--- src/rtl/if_stage_if.sv ---
// Instruction-memory fetch channel between the IF stage and instruction memory.
// The master side (fetch stage) raises imem_req_o with imem_addr_o; the slave
// side (memory) answers with imem_ready_i / imem_data_i, possibly in the same
// cycle as the request.
interface if_stage_if;
    logic        imem_req_o;
    logic [31:0] imem_addr_o;
    logic        imem_ready_i;
    logic [31:0] imem_data_i;

    modport master (
        output imem_req_o,
        output imem_addr_o,
        input  imem_ready_i,
        input  imem_data_i
    );

    modport slave (
        input  imem_req_o,
        input  imem_addr_o,
        output imem_ready_i,
        output imem_data_i
    );
endinterface

--- src/rtl/if_stage.sv ---
// Instruction-fetch stage: owns the PC, fetches over a req/ready channel and
// drives the IF/ID register. A one-entry skid buffer holds an instruction
// accepted during a hazard stall; a drain state swallows the reply of a
// request that was still outstanding when a branch redirect arrived.
// Optional feature macro: IF_PERF_CNT_EN adds saturating bubble/flush counters.
module if_stage #(
    parameter logic [31:0] RESET_PC = 32'h0000_0000
) (
    input  logic        clk_i,
    input  logic        rst_i,
    input  logic        IF_stall_i,
    input  logic        pc_src_i,
    input  logic [31:0] branch_target_i,
    if_stage_if.master  imem,
    output logic        ID_valid_o,
    output logic [31:0] ID_instr_o,
    output logic [31:0] ID_pc_plus4_o
`ifdef IF_PERF_CNT_EN
    ,
    output logic [15:0] bubble_cnt_o,
    output logic [15:0] flush_cnt_o
`endif
);

    typedef enum logic [1:0] {
        ST_FETCH = 2'd0,   // request outstanding at pc_q
        ST_BUF   = 2'd1,   // instruction parked in skid, IF/ID stalled
        ST_DRAIN = 2'd2    // stale request outstanding, its data is dropped
    } state_t;

    state_t      state_q;
    logic [31:0] pc_q;
    logic [31:0] drain_addr_q;
    logic [31:0] skid_q;
    logic        id_valid_q;
    logic [31:0] id_instr_q;
    logic [31:0] id_pc_plus4_q;

    logic [31:0] pc_plus4_d;
    logic [31:0] target_d;
    logic        ready;
    logic [31:0] data;

    assign ready      = imem.imem_ready_i;
    assign data       = imem.imem_data_i;
    // Natural 32-bit overflow gives the required wrap at 32'hFFFF_FFFC.
    assign pc_plus4_d = pc_q + 32'd4;
    // Word-align the redirect target; the low two bits are meaningless.
    assign target_d   = branch_target_i & 32'hFFFF_FFFC;

    // Request is decoded from state; held low while reset is asserted so the
    // first request appears only in the cycle after release.
    always_comb begin
        imem.imem_req_o  = 1'b0;
        imem.imem_addr_o = pc_q;
        if (!rst_i && (state_q == ST_FETCH || state_q == ST_DRAIN)) begin
            imem.imem_req_o = 1'b1;
        end
        if (state_q == ST_DRAIN) begin
            imem.imem_addr_o = drain_addr_q;
        end
    end

    // Fetch FSM with PC, skid buffer and IF/ID register; redirect outranks
    // stall, and a stall freezes IF/ID unless a redirect flushes it.
    always_ff @(posedge clk_i or posedge rst_i) begin
        if (rst_i) begin
            state_q       <= ST_FETCH;
            pc_q          <= RESET_PC;
            drain_addr_q  <= 32'h0;
            skid_q        <= 32'h0;
            id_valid_q    <= 1'b0;
            id_instr_q    <= 32'h0;
            id_pc_plus4_q <= 32'h0;
        end else if (pc_src_i) begin
            pc_q          <= target_d;
            skid_q        <= 32'h0;
            id_valid_q    <= 1'b0;
            id_instr_q    <= 32'h0;
            id_pc_plus4_q <= 32'h0;
            case (state_q)
                ST_FETCH: begin
                    // A request still open must complete before the new
                    // address may be presented; remember what it was.
                    if (!ready) begin
                        state_q      <= ST_DRAIN;
                        drain_addr_q <= pc_q;
                    end else begin
                        state_q <= ST_FETCH;
                    end
                end
                ST_DRAIN: begin
                    // Keep draining the original request; only the PC moves.
                    if (ready) begin
                        state_q <= ST_FETCH;
                    end
                end
                default: begin
                    state_q <= ST_FETCH;
                end
            endcase
        end else begin
            case (state_q)
                ST_FETCH: begin
                    if (ready) begin
                        if (IF_stall_i) begin
                            skid_q  <= data;
                            state_q <= ST_BUF;
                        end else begin
                            id_valid_q    <= 1'b1;
                            id_instr_q    <= data;
                            id_pc_plus4_q <= pc_plus4_d;
                            pc_q          <= pc_plus4_d;
                        end
                    end else if (!IF_stall_i) begin
                        id_valid_q    <= 1'b0;
                        id_instr_q    <= 32'h0;
                        id_pc_plus4_q <= 32'h0;
                    end
                end
                ST_BUF: begin
                    if (!IF_stall_i) begin
                        id_valid_q    <= 1'b1;
                        id_instr_q    <= skid_q;
                        id_pc_plus4_q <= pc_plus4_d;
                        pc_q          <= pc_plus4_d;
                        state_q       <= ST_FETCH;
                    end
                end
                ST_DRAIN: begin
                    if (!IF_stall_i) begin
                        id_valid_q    <= 1'b0;
                        id_instr_q    <= 32'h0;
                        id_pc_plus4_q <= 32'h0;
                    end
                    if (ready) begin
                        state_q <= ST_FETCH;
                    end
                end
                default: begin
                    state_q <= ST_FETCH;
                end
            endcase
        end
    end

    assign ID_valid_o    = id_valid_q;
    assign ID_instr_o    = id_instr_q;
    assign ID_pc_plus4_o = id_pc_plus4_q;

`ifdef IF_PERF_CNT_EN
    logic [15:0] bubble_cnt_q;
    logic [15:0] flush_cnt_q;
    logic        bubble_evt;

    // A bubble due to memory: FETCH without data, or any unstalled DRAIN cycle;
    // flush bubbles are counted separately.
    assign bubble_evt = !pc_src_i && !IF_stall_i &&
                        ((state_q == ST_FETCH && !ready) || state_q == ST_DRAIN);

    // Saturating event counters.
    always_ff @(posedge clk_i or posedge rst_i) begin
        if (rst_i) begin
            bubble_cnt_q <= 16'h0;
            flush_cnt_q  <= 16'h0;
        end else begin
            if (bubble_evt && bubble_cnt_q != 16'hFFFF) begin
                bubble_cnt_q <= bubble_cnt_q + 16'd1;
            end
            if (pc_src_i && flush_cnt_q != 16'hFFFF) begin
                flush_cnt_q <= flush_cnt_q + 16'd1;
            end
        end
    end

    assign bubble_cnt_o = bubble_cnt_q;
    assign flush_cnt_o  = flush_cnt_q;
`endif

endmodule

--- src/flat_wrapper.sv ---
// flat-port wrapper written by rule: the top's interface ports become plain ports
module if_stage_flat 
#(
    parameter logic [31:0] RESET_PC = 32'h0000_0000
)
  (clk_i, rst_i, IF_stall_i, pc_src_i, branch_target_i, ID_valid_o, ID_instr_o, ID_pc_plus4_o, imem_imem_req_o, imem_imem_addr_o, imem_imem_ready_i, imem_imem_data_i);
  if_stage_if imem_i ();
  input  logic clk_i;
  input  logic rst_i;
  input  logic IF_stall_i;
  input  logic pc_src_i;
  input  logic [31:0] branch_target_i;
  output logic ID_valid_o;
  output logic [31:0] ID_instr_o;
  output logic [31:0] ID_pc_plus4_o;
  output wire logic [$bits(imem_i.imem_req_o)-1:0] imem_imem_req_o;
  output wire logic [$bits(imem_i.imem_addr_o)-1:0] imem_imem_addr_o;
  input wire logic [$bits(imem_i.imem_ready_i)-1:0] imem_imem_ready_i;
  input wire logic [$bits(imem_i.imem_data_i)-1:0] imem_imem_data_i;
  assign imem_imem_req_o = imem_i.imem_req_o;
  assign imem_imem_addr_o = imem_i.imem_addr_o;
  assign imem_i.imem_ready_i = imem_imem_ready_i;
  assign imem_i.imem_data_i = imem_imem_data_i;
  if_stage #(.RESET_PC(RESET_PC)) u_core (.clk_i(clk_i), .rst_i(rst_i), .IF_stall_i(IF_stall_i), .pc_src_i(pc_src_i), .branch_target_i(branch_target_i), .imem(imem_i), .ID_valid_o(ID_valid_o), .ID_instr_o(ID_instr_o), .ID_pc_plus4_o(ID_pc_plus4_o));
endmodule
--- config.mk ---
export PLATFORM = sky130hd
export DESIGN_NAME = if_stage_flat
export DESIGN_NICKNAME = d
export VERILOG_FILES = /design/src/rtl/if_stage_if.sv /design/src/rtl/if_stage.sv /design/src/flat_wrapper.sv
export SDC_FILE = /design/constraint.sdc
export NUM_CORES = 1
export LEC_CHECK = 0
export CAP_MARGIN = 20
export CORE_ASPECT_RATIO = 2
export CORE_MARGIN = 2
export CORE_UTILIZATION = 45
export DETAILED_ROUTE_END_ITERATION = 10
export GPL_ROUTABILITY_DRIVEN = 0
export HOLD_SLACK_MARGIN = 0.06
export PLACE_DENSITY = 0.68
export SYNTH_ARGS = -nofsm -noshare
export SYNTH_HDL_FRONTEND = slang
export SYNTH_SLANG_ARGS = --single-unit
export TNS_END_PERCENT = 30
--- constraint.sdc ---
create_clock -name clk_i -period 12.09 [get_ports clk_i]
set_clock_uncertainty 0.05 [all_clocks]
set_input_delay 2.418 -clock clk_i [delete_from_list [all_inputs] [get_ports clk_i]]
set_output_delay 2.418 -clock clk_i [all_outputs]
set_load 0.005 [all_outputs]
==> results of run 1 <==
==> kinds of logic after synthesis <==
family                   after synthesis  share of synthesized area, %
buffers and inverters                 86                          4.24
flip-flops                           159                          48.3
other                                  1                        0.0455
AO/OA/AOI/OAI                        247                          21.7
XOR/XNOR                              57                          6.06
adder cells (fa/ha/maj)                4                         0.608
multiplexers                          55                          7.46
AND/OR/NAND/NOR                      199                          11.6
==> placed cells by master (no fill, tap or decap), drive strengths merged, types with 3 or more instances in the layout <==
| cell | count |
|---|---|
| a21oi | 42 |
| bufinv | 3 |
| a22oi | 36 |
| nor2 | 32 |
| buf | 14 |
| clkdlybuf4s50 | 160 |
| inv | 13 |
| xor2 | 30 |
| and3 | 4 |
| o21ai | 44 |
| clkbuf | 23 |
| a22o | 96 |
| mux2i | 4 |
| nor4 | 6 |
| o2bb2ai | 20 |
| ha | 4 |
| xnor2 | 27 |
| nor3 | 15 |
| nand2 | 90 |
| mux2 | 51 |
| dfrtp | 159 |
| nand4 | 16 |
| nand3 | 18 |
| and2 | 6 |
| clkinvlp | 4 |
==> state kept, by name, summed over array words and instances, names as in the netlist <==
register              cells
u_core.drain_addr_q      30
u_core.state_q            2
u_core.ID_valid_o         1
u_core.ID_instr_o        32
u_core.skid_q            32
u_core.pc_q              30
u_core.ID_pc_plus4_o     32
==> power breakdown <==
| group | internal, µW | leakage [µW] | switching [µW] |
|---|---|---|---|
| Sequential | 608 | 0.00209 | 60.5 |
| Combinational | 222 | 0.00190 | 221 |
| Clock | 346 | 0.000288 | 221 |
| Total | 1180 | 0.00427 | 502 |
==> stage by stage <==
stage / hold slack [ps] / std cells / area, µm² / total power [µW] / setup WS (ps)
floorplan: 400 / 809 / 8240 / 915 / 5330
global placement: 413 / 1124 / 9960 / 1120 / 6090
detailed placement: 420 / 1124 / 9960 / 1120 / 6080
CTS: 435 / 1155 / 10600 / 1690 / 6080
global route: 445 / 1156 / 10600 / 1760 / 6000
finish: 433 / 1156 / 10600 / 1680 / 6080
==> path summary, 6_finish.rpt <==
check,depth (start not counted),endpoint,slack (ps)
setup / recovery,3,imem_imem_req_o,6080
hold / removal,2,u_core.drain_addr_q[13],430
setup reg to reg,7,u_core.ID_pc_plus4_o[26],8980
hold reg to reg,2,u_core.drain_addr_q[13],430
max in group asynchronous,3,u_core.skid_q[20],8050
min in group asynchronous,2,u_core.ID_pc_plus4_o[19],2480
==> final cells by class <==
cell class	count	area, µm²
Multi-Input combinational cell	564	3960
Timing Repair Buffer	174	1700
Inverter	12	50.0
Fill cell	1587	7550
Clock inverter	8	129
Tap cell	216	270
Clock buffer	23	488
Sequential cell	159	3980
==> worst max-delay path, cell delays in order <==
cell and delay [ps]:
clkdlybuf4s50_1 480, nor2_1 130, clkdlybuf4s50_1 510
==> routing by layer <==
| layer | vias up | wire, µm |
|---|---|---|
| li1 | 3167 | - |
| met1 | 3353 | 9090 |
| met2 | 184 | 12900 |
| met3 | 32 | 776 |
| met4 | 0 | 529 |
| met5 | - | 0 |
==> impl_results.md, run 1 <==
* Most frequent cell after synthesis: dfrtp_1
* Final max-slew violation count at 0
* Critical R2R Launch: u_core.state_q[0]
* Vias in the first global route at ~6800
* CP startpoint: rst_i
* WL/cell at 20.1 µm
* WL final at approximately 23000 µm
* Cells after synthesis at just over 800
* Final core utilization at approximately three fifths
* Worst-path fanout max at 2
* I/O Buffers at 162
* Htree depth at 4
* CTS tree: yes
* Max_cap viols at 0
* Worst-skew pair later-pin latency at about 440 ps
* First-pass GRT wire length at between 30000 and 40000 µm
* Starting density of the core at between 40% and 50%
* Ys flop type: dfrtp_1
* Slew of the pin with the lowest slew margin at 1070 ps
* CP startpoint kind: input pin
* Leakage power at around 0.0043 µW
* Met3 Resource Use GR at between 3 and 4%
* Synth-to-Final Area Change at 28.5%
* Min-delay src: u_core.drain_addr_q[13]
* Total track usage at between 20 and 25%
* Synth area leaders: dfrtp_1, a22o_1, mux2_2
* Die height at approximately 200 µm
* Synth Register Bits at between 150 and 200
* Final setup fails at 0
* Layout cell share with drive strength beyond 1 at approximately 12%
* Worst Path Arrival at 3540 ps
* Clock Path Buffers at 2
* Period Utilization, post-route at 49.7%
* Pre-antenna DRT Iters at 5
* Busiest grt layer: met2
* Hold_buf cts at 0
* Num Clock Sinks at roughly 160
* Fmax achieved at ~170 MHz
* Most instantiated cells after synthesis: dfrtp_1, a22o_1, nand2_1
* Clk root buf: clkbuf_16
* Peak supply drop at 94.7 µV
* Final ANT Viol Nets at 0
* Pwr/cell area at ~160 nW/µm²
* Vias per cell at approximately 6
* Seq/Total Area, Yosys at 48.3%
* Area leader, netlist: dfrtp_1
* Post-CTS setup buffers at 0
* # nets final at between 1000 and 1500
* Post-DP HPWL at 15000 µm
* Via count at approximately 6700
* Met1 usage at 28.8%
* Slew Limit Headroom at about 28%
* Share of the synthesized area in the top cell type at 48.3%
* Drt drc at 0
* Largest net degree at the start of global routing at between 80 and 90
* Worst hold path class: flip-flop to flip-flop
* Total gr overflow at 0
* Count of final hold-check violations at 0
* Setup TNS at 0 ps
* Crit path kind: input pin to output port
* Initial detailed-routing violation count at 310
* RSZ-0062 raised after global routing: no
* CTS Buf Count at 17
* Mapped Avg Cell Area at roughly 10 µm²
* Die Area at 19500 µm²
* Core Footprint at about 18000 µm²
* Syn. warnings at 0
* Met2 Usage GRT at between 40% and 50%
* I/O pins at around 170
* Synth cell types at 45
* CP Capture Type: output port
* Reg clk slew, reported paths at 70 ps
* Synthesized area at a little over 8000 µm²
* ANT cells at 0
* Req. time, crit path at between 9000 and 10000 ps
* Initial antenna violation count at 0
* Die width at 99.7 µm
* Status: finished clean
* Share of synthesized registers carrying an async set or reset at between 90% and 100%
* Final min period at 6010 ps
* Post-synth EDFFs at 0
* Row cnt at 70
* Post-CTS Resized at 0
No activity file was read; power rests on OpenSTA's default activity.
==> run 2: changes to the inputs <==
- clock period: 12.09 -> 5.95 ns (I/O delays scaled with it)
==> impl_results.md, run 2 (synthesis results as in run 1) <==
* Crit path kind: flip-flop to output port
* CP Cell Sequence: inv_1, ha_2, mux2_2, clkdlybuf4s50_1
* Max stage delay cell, worst path: ha_2
* Drt drc at 0
* Hold endpoint: u_core.drain_addr_q[6]
* Vias per cell at approximately 6
* I/O pins at 167
* Min-delay src: u_core.drain_addr_q[6]
* Pwr/cell area at between 300 and 400 nW/µm²
* WL final at between 20000 and 25000 µm
* Final ANT Viol Nets at 0
* Starting density of the core at between 40% and 50%
* CP Capture Type: output port
* Slew of the pin with the lowest slew margin at roughly 1100 ps
* Post-CTS setup buffers at 0
* Synth-to-Final Area Change at 28.6%
* Reg2Reg Depth at 7
* Sequential cell area at approximately 4000 µm²
* ANT cells at 0
* Leakage power at between 0.004 and 0.005 µW
* Die height at roughly 200 µm
* Worst R2R End: u_core.ID_pc_plus4_o[25]
* Period Utilization, post-route at 66.3%
* Crit path largest cell delay at 880 ps
* Vias in the first global route at around 7100
* Reg clk slew, reported paths at ~60 ps
* Clock Path Buffers at 2
* Fin area at 10600 µm²
* Most common cell after layout, fill and taps aside: clkdlybuf4s50_1
* Fmax achieved at roughly 250 MHz
* Commonest non-fill, non-tap cells in the layout: clkdlybuf4s50_1, dfrtp_1, a22o_1
* Final min period at approximately 4000 ps
* Area occupied by multi-input gates at slightly below 4000 µm²
* Total gr overflow at 0
* Hold_buf cts at 0
* Post-DP HPWL at approximately 15000 µm
* Largest net degree at the start of global routing at about 110
* Req. time, crit path at between 4000 and 5000 ps
* Die Area at roughly 20000 µm²
* Fillers at 1600
* # nets final at ~1000
* Pre-antenna DRT Iters at 6
* Initial antenna violation count at 0
* Setup TNS at 0 ps
* Peak supply drop at approximately 200 µV
* Count of final hold-check violations at 0
* Htree depth at 4
* Pwr Total at 3410 µW
* Worst-skew pair later-pin latency at about 430 ps
* Final setup fails at 0
* WL/cell at 20.1 µm
* Row cnt at 70
* Worst reg2reg setup slack at between 2000 and 3000 ps
* CTS tree: yes
* Worst Path Arrival at 2710 ps
* Via count at roughly 7000
* Final max-slew violation count at 0
* Worst Hold Depth at 2
* Clk root buf: clkbuf_16
* I/O Buffers at roughly 160
* Slew Limit Headroom at between 20% and 30%
* Layout cell share with drive strength beyond 1 at 12.5%
* CP top delay family: adder cells
* Core Footprint at approximately 18000 µm²
* RSZ-0062 raised after global routing: no
* Area post-placement at approximately 10000 µm²
* Status: finished clean
* CP startpoint: u_core.state_q[0]
* Num Clock Sinks at ~160
* Worst path buffer plus inverter count at 2
* Initial detailed-routing violation count at between 300 and 400
* Worst hold path class: flip-flop to flip-flop
* Worst-path fanout max at 43
* Critical R2R Launch: u_core.state_q[0]
* CTS Buf Count at 17
* Die width at approximately 100 µm
* Total track usage at between 20 and 25%
* CP startpoint kind: flip-flop
* First-pass GRT wire length at between 30000 and 40000 µm
* Max_cap viols at 0
* Post-CTS Resized at 0
[run 2: area by class of cell]
class | count | area share (%)
Clock inverter | 15 | 1.75
Sequential cell | 159 | 37.6
Inverter | 12 | 0.473
Clock buffer | 17 | 4.02
Tap cell | 216 | 2.55
Multi-Input combinational cell | 564 | 37.4
Timing Repair Buffer | 176 | 16.2
[run 2: metrics by stage]
step	hold slack [ps]	setup slack [ps]	cells	utilization [%]
2_1_floorplan	400	418	809	-
6_report	434	2000	1159	58.4
5_1_grt	451	1850	1159	58.4
4_1_cts	434	1950	1159	58.4
3_5_place_dp	421	2120	1127	55.1
3_3_place_gp	412	2180	1127	55.1
[run 2: tightest hold or removal path, stage by stage (launching register included)]
cell and delay [ps]:
dfrtp_1 340, nand2_1 50, o21ai_0 60
[run 2: layer usage]
layer | GRT usage [%] | wire [µm]
met2 | 44.3 | 12700
met4 | 10.6 | 790
met3 | 3.83 | 897
met1 | 27.9 | 8900
met5 | 0 | 0
[run 2: how the worst max path moves through the flow]
stage                                     endpoint  slack (ps)  depth (start not counted)
after floorplan               u_core.ID_instr_o[0]         420                          1
after global placement    u_core.ID_pc_plus4_o[27]        2180                          6
after detailed placement  u_core.ID_pc_plus4_o[18]        2120                          6
after CTS                     imem_imem_addr_o[31]        1950                          4
after global routing               imem_imem_req_o        1850                          5
final                         imem_imem_addr_o[28]        2000                          4
[run 2: power breakdown]
| group | switching (µW) | internal, µW | leakage [µW] |
|---|---|---|---|
| combinational | 450 | 455 | 0.00190 |
| sequential | 122 | 1230 | 0.00209 |
| clock | 478 | 667 | 0.000289 |
